File: config.mk
export PLATFORM = sky130hd
export DESIGN_NAME = fetch_unit_flat
export DESIGN_NICKNAME = d
export VERILOG_FILES = /design/src/rtl/fetch_unit_if.sv /design/src/rtl/fetch_unit.sv /design/src/flat_wrapper.sv
export SDC_FILE = /design/constraint.sdc
export NUM_CORES = 1
export LEC_CHECK = 0
export ABC_CLOCK_PERIOD_IN_PS = 1850
export CAP_MARGIN = 40
export CORE_MARGIN = 2
export CORE_UTILIZATION = 60
export CTS_BUF_LIST = sky130_fd_sc_hd__clkbuf_4 sky130_fd_sc_hd__clkbuf_8 sky130_fd_sc_hd__clkbuf_16
export DETAILED_ROUTE_END_ITERATION = 6
export DONT_BUFFER_PORTS = 1
export GPL_TIMING_DRIVEN = 0
export PLACE_DENSITY_LB_ADDON = 0.08
export SETUP_SLACK_MARGIN = 0.4
export SLEW_MARGIN = 10
export SYNTH_ARGS = -nofsm -noshare
export SYNTH_HDL_FRONTEND = slang
export SYNTH_SLANG_ARGS = --single-unit
File: constraint.sdc
create_clock -name CLK -period 1.85 [get_ports CLK]
set_input_delay 0.2775 -clock CLK [delete_from_list [all_inputs] [get_ports CLK]]
set_output_delay 0.2775 -clock CLK [all_outputs]
set_load 0.005 [all_outputs]
File: src/rtl/fetch_unit_if.sv
// Fetch unit bus: ROM address/data, control decode inputs, IR field and status outputs.
// Latency: none, this is wiring only.
// Backpressure: none; the fetch unit runs every cycle in RUN, and the Control/ROM side reacts combinationally.
interface fetch_unit_if #(
  parameter int PC_WIDTH = 10
);
  logic                Start;
  logic [8:0]          InstrIn;
  logic                Branch;
  logic                BranchCond;
  logic                Zero;
  logic [PC_WIDTH-1:0] BranchTarget;
  logic                Halt;
  logic [PC_WIDTH-1:0] IMemAddr;
  logic [2:0]          Opcode;
  logic [2:0]          Funct;
  logic [2:0]          Operand;
  logic                IRValid;
  logic                Done;

  // Fetch unit side: owns the PC and the instruction register.
  modport master (
    input  Start, InstrIn, Branch, BranchCond, Zero, BranchTarget, Halt,
    output IMemAddr, Opcode, Funct, Operand, IRValid, Done
  );

  // Environment side: instruction ROM, Control and datapath.
  modport slave (
    output Start, InstrIn, Branch, BranchCond, Zero, BranchTarget, Halt,
    input  IMemAddr, Opcode, Funct, Operand, IRValid, Done
  );
endinterface

File: src/rtl/fetch_unit.sv
// Instruction fetch: PC + IR with IDLE/RUN/HALTED control, branch redirect and halt.
// Latency: one cycle from PC to IR; a taken branch inserts one bubble.
// Backpressure: none; fetches every RUN cycle, Start is ignored while running.
module fetch_unit #(
  parameter int PC_WIDTH   = 10,
  parameter int START_ADDR = 0
) (
  input logic          CLK,
  input logic          Reset,
  fetch_unit_if.master bus
);

  localparam logic [PC_WIDTH-1:0] START_PC = PC_WIDTH'(START_ADDR);

  typedef enum logic [1:0] {
    IDLE   = 2'd0,
    RUN    = 2'd1,
    HALTED = 2'd2
  } state_t;

  state_t              state_q, state_d;
  logic [PC_WIDTH-1:0] pc_q, pc_d;
  logic [8:0]          ir_q, ir_d;
  logic                vld_q, vld_d;
  logic                taken;

  // Branch/Halt decode refers to the IR, so it only counts when the IR is live.
  assign taken = vld_q & bus.Branch & (~bus.BranchCond | bus.Zero);

  // Next-state: start/restart, sequential fetch, redirect, halt (halt wins over branch).
  always_comb begin
    state_d = state_q;
    pc_d    = pc_q;
    ir_d    = ir_q;
    vld_d   = vld_q;
    case (state_q)
      IDLE, HALTED: begin
        vld_d = 1'b0;
        if (bus.Start) begin
          pc_d    = START_PC;
          state_d = RUN;
        end
      end
      RUN: begin
        if (vld_q & bus.Halt) begin
          state_d = HALTED;
          vld_d   = 1'b0;
        end else if (taken) begin
          // The word fetched at the old PC is dropped; IR keeps its last value.
          pc_d  = bus.BranchTarget;
          vld_d = 1'b0;
        end else begin
          ir_d  = bus.InstrIn;
          vld_d = 1'b1;
          pc_d  = pc_q + 1'b1;
        end
      end
      default: begin
        state_d = IDLE;
        vld_d   = 1'b0;
      end
    endcase
  end

  // State register; Reset overrides everything in the same cycle.
  always_ff @(posedge CLK) begin
    if (Reset) begin
      state_q <= IDLE;
      pc_q    <= START_PC;
      ir_q    <= 9'd0;
      vld_q   <= 1'b0;
    end else begin
      state_q <= state_d;
      pc_q    <= pc_d;
      ir_q    <= ir_d;
      vld_q   <= vld_d;
    end
  end

  assign bus.IMemAddr = pc_q;
  assign bus.Opcode   = ir_q[8:6];
  assign bus.Operand  = ir_q[5:3];
  assign bus.Funct    = ir_q[2:0];
  assign bus.IRValid  = vld_q;
  assign bus.Done     = (state_q == HALTED);

endmodule

File: src/flat_wrapper.sv
// flat-port wrapper written by rule: the top's interface ports become plain ports
module fetch_unit_flat 
#(
  parameter int PC_WIDTH   = 10,
  parameter int START_ADDR = 0
)
  (CLK, Reset, bus_Start, bus_InstrIn, bus_Branch, bus_BranchCond, bus_Zero, bus_BranchTarget, bus_Halt, bus_IMemAddr, bus_Opcode, bus_Funct, bus_Operand, bus_IRValid, bus_Done);
  fetch_unit_if #(.PC_WIDTH(PC_WIDTH)) bus_i ();
  input logic CLK;
  input logic Reset;
  input wire logic [$bits(bus_i.Start)-1:0] bus_Start;
  input wire logic [$bits(bus_i.InstrIn)-1:0] bus_InstrIn;
  input wire logic [$bits(bus_i.Branch)-1:0] bus_Branch;
  input wire logic [$bits(bus_i.BranchCond)-1:0] bus_BranchCond;
  input wire logic [$bits(bus_i.Zero)-1:0] bus_Zero;
  input wire logic [$bits(bus_i.BranchTarget)-1:0] bus_BranchTarget;
  input wire logic [$bits(bus_i.Halt)-1:0] bus_Halt;
  output wire logic [$bits(bus_i.IMemAddr)-1:0] bus_IMemAddr;
  output wire logic [$bits(bus_i.Opcode)-1:0] bus_Opcode;
  output wire logic [$bits(bus_i.Funct)-1:0] bus_Funct;
  output wire logic [$bits(bus_i.Operand)-1:0] bus_Operand;
  output wire logic [$bits(bus_i.IRValid)-1:0] bus_IRValid;
  output wire logic [$bits(bus_i.Done)-1:0] bus_Done;
  assign bus_i.Start = bus_Start;
  assign bus_i.InstrIn = bus_InstrIn;
  assign bus_i.Branch = bus_Branch;
  assign bus_i.BranchCond = bus_BranchCond;
  assign bus_i.Zero = bus_Zero;
  assign bus_i.BranchTarget = bus_BranchTarget;
  assign bus_i.Halt = bus_Halt;
  assign bus_IMemAddr = bus_i.IMemAddr;
  assign bus_Opcode = bus_i.Opcode;
  assign bus_Funct = bus_i.Funct;
  assign bus_Operand = bus_i.Operand;
  assign bus_IRValid = bus_i.IRValid;
  assign bus_Done = bus_i.Done;
  fetch_unit #(.PC_WIDTH(PC_WIDTH), .START_ADDR(START_ADDR)) u_core (.CLK(CLK), .Reset(Reset), .bus(bus_i));
endmodule
======== After elaboration in Yosys (flattened, before gate mapping) ========
Index checks and enable logic that the tools add are counted.
storage, ports and cells
  memories ................................ 0
  output and inout bits ................... 21
  input bits .............................. 26
  register bits ........................... 22
  logic and storage cells ................. 33
  memory bits (read-only) ................. 0
  bits in latches ......................... 0
  bits in writable memories ............... 0
cells by class
  reductions and logical operators ........ 7
  muxes and demuxes ....................... 8
  $mul .................................... 0
  divide/modulo/power cells ............... 0
  order comparisons ....................... 0
  bitwise logic cells ..................... 8
  shift operators ......................... 0
  $add $sub $neg .......................... 1
  eq/ne operators ......................... 5
operators with widths
  operator                 number
  $mux W10                 3
  $pmux W10 S2             1
  $add A10 B1 Y10 const B  1
  $reduce_and A3 Y1        2
  $mux W2                  2
  $ne A2 B2 Y1 const B     2
  $not A1 Y1               4
  $pmux W2 S2              1
  $and A1 B1 Y1            3
  $reduce_or A3 Y1         1
  $eq A2 B1 Y1 const B     1
  $eq A2 B2 Y1 const B     1
  $logic_not A2 Y1         1
  $ne A2 B1 Y1 const B     1
  $reduce_and A2 Y1        1
  $reduce_bool A2 Y1       1
  $reduce_or A2 Y1         1
  $mux W1                  1
  $or A1 B1 Y1             1

======== Depth between registers and ports, before layout ========
Gate-level depths: netlist (run 1).
  word-level depth ........................ 6
  depth in mapped cells ................... 6
  gate-level depth less buffers ........... 5

======== Worst setup path after synthesis (run 1) ========
No wires, ideal clock.
  path type ............................... reg2reg
  start point ............................. register u_core.pc_q[0] (netlist: u_core.bus.IMemAddr[0])
  end point ............................... register u_core.pc_q[8] (netlist: u_core.bus.IMemAddr[8])
  cell stages (with the launch flop) ...... 6
  buffers on the path ..................... 0
  clock period less this slack ............ 1,410 ps
  setup slack ............................. 440 ps
  library setup time ...................... 132 ps
  data required time ...................... 1,718 ps
  data arrival time ....................... 1,278 ps
  path through ............................ dfxtp_1 ha_1 nand3_1 o31a_1 a32oi_1 a21oi_1
on the way
  longest elaborated chain between the ends .. 4
ends and longest elaborated chain
  what                      RTL line          source
  start: declaration        fetch_unit.sv:22  logic [PC_WIDTH-1:0] pc_q, pc_d;
  start signal: assignment  fetch_unit.sv:74  pc_q <= pc_d;
  $add A10 B1 Y10           fetch_unit.sv:55  pc_d = pc_q + 1'b1;
  $mux W10                  fetch_unit.sv:48  end else if (taken) begin
  $mux W10                  fetch_unit.sv:45  if (vld_q & bus.Halt) begin
  $pmux W10 S2              fetch_unit.sv:36  case (state_q)
Every way passes these cells. The select of a mux whose other input is x is not followed.
A chain may end at the register's enable or synchronous reset.

======== Worst setup path after layout (run 1) ========
  start point ............................. register u_core.pc_q[1] (netlist: u_core.bus.IMemAddr[1])
  end point ............................... register u_core.pc_q[8] (netlist: u_core.bus.IMemAddr[8])
The elaborated chain is that of the path after synthesis.

==> flow_summary.toml, run 1 <==
[timing]
rsz0062_at_grt = "no"
hold_viol_final = 0
slew_viol_final = 0
tightest_slew_ps = 482
hold_slack_ps = 86.1
max_freq_ghz = 0.728
fin_crit_ps = 1370
fin_tns_setup_ps = 0
layout_worst_path_cycle_share_pct = 74.3
finalSetupViolCount = 0
clock_skew_ps = 10.9
maxSlewHeadroom_pct = 67.7

[power]
p_clk_share_pct = 37.3
powerDensity_nw_per_um2 = 778
switching_share_pct = 25.9
p_switching_mw = 0.265
irDropWorstVdd_uv = 637
combPwrFrac_pct = 12.4
p_total_mw = 1.02
power.leakage_nw = 0.439
power_frac_seq_pct = 50.4
intPower_mw = 0.759

[grt]
first_global_vias = 1068
grt_use_total_pct = 26.3
antenna_found_initial = 0
grt_max_degree = 14
grt_pass1_wl_mm = 4.84
grt_overflow_total = 0

[synth]
yosysMostFrequentCell = "dfxtp_1"
async_flop_share_pct = 0
netlist_instances = 137
yosys.area.top_type_share_pct = 36.9
synth.top_cells.by_area = "dfxtp_1 (37%), a21oi_1 (6.3%), nand2_1 (5.7%)"
synth_ff_type = "dfxtp_1"
synth_edf_count = 0
yosysSeqAreaShare_pct = 36.9
synth_area_um2 = 1190
synth.avg_cell_area_um2 = 8.72
ys_types = 44
netlist_top_cells_count = "dfxtp_1 (22), nand2_1 (18), a21oi_1 (15), nand3_1 (11)"
yosysTopAreaCell = "dfxtp_1"
yosysWarnings = 0
syn_nets = 164
synth_seq_cells = 22

[flow_run]
max_cap_violations = 0

[placed_design]
place_area_um2 = 1230
dp_cells = 164
portBuffers = 0
dp_hpwl_mm = 2.08
gp_congestion = 0.787

[setup_path]
required_ps = 2050
path_class = "register to register"
cp_max_fo = 5
startpoint_type = "register"
endpoint_kind = "register"
crit_arrival_ps = 1580

[clocking]
numCtsBuffers = 3
cts_tree = "done"
clockBufferDepth = 2
clock_sinks = 22
hold_buffers = 0
clk_pin_slew_worst_paths_ps = 140
cts_setup_buffers = 0
clkLatencyLatePin_ps = 330
cts_max_level = 1
clockRootBuffer = "clkbuf_4"

[route]
drtIter0Drc = 20
vias = 1061
vias_per_cell = 6.32
wl_mm = 2.97
wl_per_cell_um = 17.7
drt_pass1_iterations = 4
antenna_left = 0
drc_errors = 0

[layout]
diodes = 0
final_layout_size_suffix_gt1_share_pct = 20.6
nNetsFinal = 169
fin_cells = 168
stdcell_area_um2 = 1320
syn_to_final_growth_pct = 10.3

[hold_path]
min_path_type = "input port to register"

[floorplan]
die_h_um = 48.6
ios = 47
rows = 16
die_x_um = 48.6
core_area_um2 = 1920
die-area_um2 = 2360
initial_core_util_pct = 62.2

[outcome]
outcome = "completed"
cell usage in the layout (no fill, tap or decap), types with 3 or more instances in the layout:
cell type	instances
dfxtp_1	17
nand3_1	10
o2111ai_1	3
a21oi_1	15
nand2_1	18
a22oi_1	3
nor2_1	5
clkbuf_4	3
o21ai_0	3
dfxtp_2	3
inv_1	5
o221ai_2	3
o2bb2ai_1	3
o21ai_1	4
o211ai_1	3
per-stage QoR:
step | util, % | worst slack (ps)
after floorplan | - | 440
after global placement | 63.9 | 315
after detailed placement | 63.9 | 259
after CTS | 67.4 | 400
after global routing | 68.6 | 405
final | 68.6 | 476
flip-flops by register name, summed over array words and instances, names as in the netlist:
register and cells:
u_core.bus.IMemAddr 10, u_core.state_q 2, u_core.bus.IRValid 1, u_core.ir_q 9
cell families after synthesis:
kind of cell,Yosys count,share of synthesized area [%]
muxes,1,0.838
adders and majority gates,1,1.05
xor gates and xnor gates,1,0.733
buffers and inverters,11,4.61
AOI/OAI and AO/OA,47,30.9
DFF,22,36.9
and+or+nand+nor,54,25.0
worst paths after layout:
kind                          startpoint                endpoint  slack (ps)  cells after the start
setup / recovery  u_core.bus.IMemAddr[1]  u_core.bus.IMemAddr[8]         480                      5
hold reg to reg           u_core.ir_q[7]          u_core.ir_q[7]         480                      2
hold / removal            bus_InstrIn[1]          u_core.ir_q[1]          90                      2
setup reg to reg  u_core.bus.IMemAddr[1]  u_core.bus.IMemAddr[8]         480                      5
routing by layer:
metal	up-vias	routed length, um	part of all wire, %	global-route usage [%]
li1	523	-	-	-
met1	489	1190	40	32.0
met4	0	61	2.1	11.9
met3	5	204	6.9	6.79
met2	44	1510	51	43.6
met5	-	0	0	0
power groups by stage:
stage | Sequential [mW] | Clock [mW] | Combinational [mW]
CTS | 0.514 | 0.379 | 0.124
detailed placement | 0.525 | 0 | 0.123
floorplan | 0.521 | 0 | 0.0988
finish | 0.516 | 0.382 | 0.127
global placement | 0.524 | 0 | 0.118
global route | 0.519 | 0.395 | 0.140
cell type report:
cell class / instances / area (um2)
clock inverters: 1 / 30.0
well taps: 27 / 33.8
clock buffers: 3 / 22.5
multi-input cells: 104 / 724
plain buffers: 6 / 36.3
inverters: 5 / 18.8
flip-flops and latches: 22 / 452
fillers: 170 / 604
critical path: stages, from the launching register on:
cell     delay, ps
dfxtp_4        410
ha_4           160
nand3_4        100
o31a_1         310
a32oi_1        190
a21oi_1         80
what timing repair did:
| action | CTS | global route |
|---|---|---|
| endpoints found under the hold margin | 0 | 0 |
| resized for setup | 6 | 5 |
| endpoints found under the setup margin | 2 | 14 |
| gates cloned | 0 | 0 |
(Power assumes the default switching activity.)
==> run 2: changes to the inputs <==
ABC_AREA = 1   (was not set)
ABC_CLOCK_PERIOD_IN_PS = 1300   (was 1850)
clock period = 1.3 ns   (was 1.85 ns; I/O delays follow)
==> run 2 against run 1 <==
Routed wire length up 8.2%; worst hold slack worse by 85 ps; die area is 6.5% lower; utilization grew 16 points.
==> flow_summary.toml, run 2 <==
[synth]
yosysMostFrequentCell = "nand2_1"
yosysWarnings = 0
netlist_instances = 168
async_flop_share_pct = 0
yosys.area.top_type_share_pct = 39.6
syn_nets = 195
synth_area_um2 = 1110
synth_edf_count = 0
yosysTopAreaCell = "dfxtp_1"
yosysSeqAreaShare_pct = 39.6
synth_ff_type = "dfxtp_1"
synth_seq_cells = 22
ys_types = 23
synth.avg_cell_area_um2 = 6.61
synth.top_cells.by_area = "dfxtp_1 (40%), nand2_1 (11%), nor2_1 (8.8%)"
netlist_top_cells_count = "nand2_1 (34), nor2_1 (26), dfxtp_1 (22), inv_1 (22), o21ai_0 (18)"

[floorplan]
die_h_um = 47.0
initial_core_util_pct = 64.3
die_x_um = 47.0
ios = 47
core_area_um2 = 1730
die-area_um2 = 2210
rows = 15

[layout]
fin_util_pct = 84.6
largest_reg_flops = 10
nFillCells = 94
syn_to_final_growth_pct = 31.4
final_layout_size_suffix_gt1_share_pct = 34.6
stdcell_area_um2 = 1460
fin_cells = 204
final_common_cell = "nand2_1"
final_cell_mix = "nand2_1 (32), nor2_1 (23), inv_1 (20), a21oi_1 (11), dfxtp_2 (11)"
nNetsFinal = 207
diodes = 0

[clocking]
cts_tree = "done"
clock_sinks = 22
clockBufferDepth = 2
clk_pin_slew_worst_paths_ps = 130
clkLatencyLatePin_ps = 320
numCtsBuffers = 3
cts_max_level = 1
clockRootBuffer = "clkbuf_4"

[route]
vias = 1157
wl_mm = 3.21
vias_per_cell = 5.67
drtIter0Drc = 30
drc_errors = 0
antenna_left = 0
wl_per_cell_um = 15.7
drt_pass1_iterations = 4

[power]
irDropWorstVdd_uv = 799
power.leakage_nw = 0.611
powerDensity_nw_per_um2 = 1010

[placed_design]
place_area_um2 = 1200
dp_hpwl_mm = 1.86
dp_cells = 193
dp_slack_ps = 78.6
gp_congestion = 0.846
portBuffers = 0

[grt]
grt_pass1_wl_mm = 4.52
antenna_found_initial = 0
grt_max_degree = 14
grt_use_total_pct = 29.5
first_global_vias = 1038
grt_overflow_total = 0

[timing]
rsz0062_at_grt = "yes"
maxSlewHeadroom_pct = 66.0
slew_viol_final = 0
hold_viol_final = 0
setup_slack_ps = 59.2
layout_worst_path_cycle_share_pct = 95.4
tightest_slew_ps = 510
finalSetupViolCount = 0
clock_skew_ps = 1.65
max_freq_ghz = 0.806
fin_crit_ps = 1240

[setup_path]
r2r_cells = 8
endpoint_kind = "register"
required_ps = 1560
startpoint_type = "register"
ff2ff_setup_slack_ps = 60
crit_arrival_ps = 1500
cp_max_fo = 5
path_class = "register to register"
reg2reg_from = "u_core.state_q[1]"
rr_endpoint = "u_core.bus.IMemAddr[8]"

[hold_path]
hold_path_depth = 2
min_path_type = "input port to register"
whs_endpoint = "u_core.ir_q[6]"
min_from = "bus_InstrIn[6]"

[flow_run]
max_cap_violations = 0

[outcome]
outcome = "completed"
==> run 2: cell types whose count changed after synthesis, sizes merged, moves of 3 or more <==
| cell | change |
|---|---|
| o2bb2ai | -3 |
| o221ai | -3 |
| a22oi | -3 |
| nand3 | +3 |
| nand2 | +16 |
| inv | +17 |
| o21ai | +12 |
| a21oi | -4 |
| o2111ai | -3 |
| nor2 | +22 |
| and2 | -3 |
==> run 2: area by class of cell <==
| type | count | area (um2) | share of cell area (%) |
|---|---|---|---|
| Clock buffer | 4 | 47.5 | 3.26 |
| Tap cell | 25 | 31.3 | 2.14 |
| Sequential cell | 22 | 492 | 33.7 |
| Multi-Input combinational cell | 117 | 676 | 46.3 |
| Buffer | 6 | 56.3 | 3.86 |
| Inverter | 23 | 87.6 | 6.00 |
| Timing Repair Buffer | 7 | 70.1 | 4.80 |
==> run 2: cells by family after synthesis <==
kind of cell,count (synthesis),synth area share [%]
AND/OR/NAND/NOR,81,31.0
AO/OA/AOI/OAI,33,15.5
buffers and inverters,29,11.1
flip-flops,22,39.6
XOR/XNOR,2,1.58
adder cells (fa/ha/maj),1,1.13
==> run 2: layer usage <==
| metal | up-vias | GRT usage, % | routed length, um |
|---|---|---|---|
| met5 | - | 0 | 0 |
| met4 | 0 | 12.8 | 112 |
| met3 | 13 | 4.62 | 220 |
| met2 | 51 | 56.7 | 1730 |
| met1 | 535 | 31.2 | 1150 |
| li1 | 558 | - | - |
==> run 2: worst max-delay path by stage <==
stage,from,to,cells past startpoint
after floorplan,u_core.bus.IMemAddr[1],u_core.bus.IMemAddr[8],8
after global placement,u_core.bus.IMemAddr[2],u_core.bus.IMemAddr[9],7
after detailed placement,u_core.bus.IMemAddr[2],u_core.bus.IMemAddr[9],7
after CTS,u_core.bus.IRValid,u_core.bus.IMemAddr[6],8
after global routing,u_core.state_q[1],u_core.bus.IMemAddr[4],8
final,u_core.state_q[1],u_core.bus.IMemAddr[8],8
==> run 2: power breakdown <==
part	internal [mW]	leakage, nW	switching (mW)
Sequential	0.706	0.191	0.0466
Combinational	0.108	0.393	0.146
Clock	0.235	0.0261	0.234
Total	1.05	0.611	0.427
==> run 2: what timing repair did <==
action | in CTS | in global routing
hold buffers | 4 | 0
buffers inserted | 0 | 1
gates resized for setup | 28 | 26
pin swaps | 9 | 2
hold endpoints to repair | 5 | 0
cloned | 2 | 0
setup endpoints to repair | 32 | 42
==> run 2: metrics by stage <==
step	total power [mW]	TNS [ps]	hold slack, ps
after global placement	0.938	0	257
final	1.48	0	0.941
after floorplan	0.908	0	254
after detailed placement	0.947	0	260
after CTS	1.44	0	3.57
after global routing	1.52	-58.0	13.5
==> run 2: worst max-delay path: stages (launching register included) <==
cell and delay (ps):
dfxtp_1 350, inv_2 80, nand2_2 70, nor2_4 200, nand2_4 110, buf_4 150, nand2_1 50, nand2_1 50
a21oi_1 110
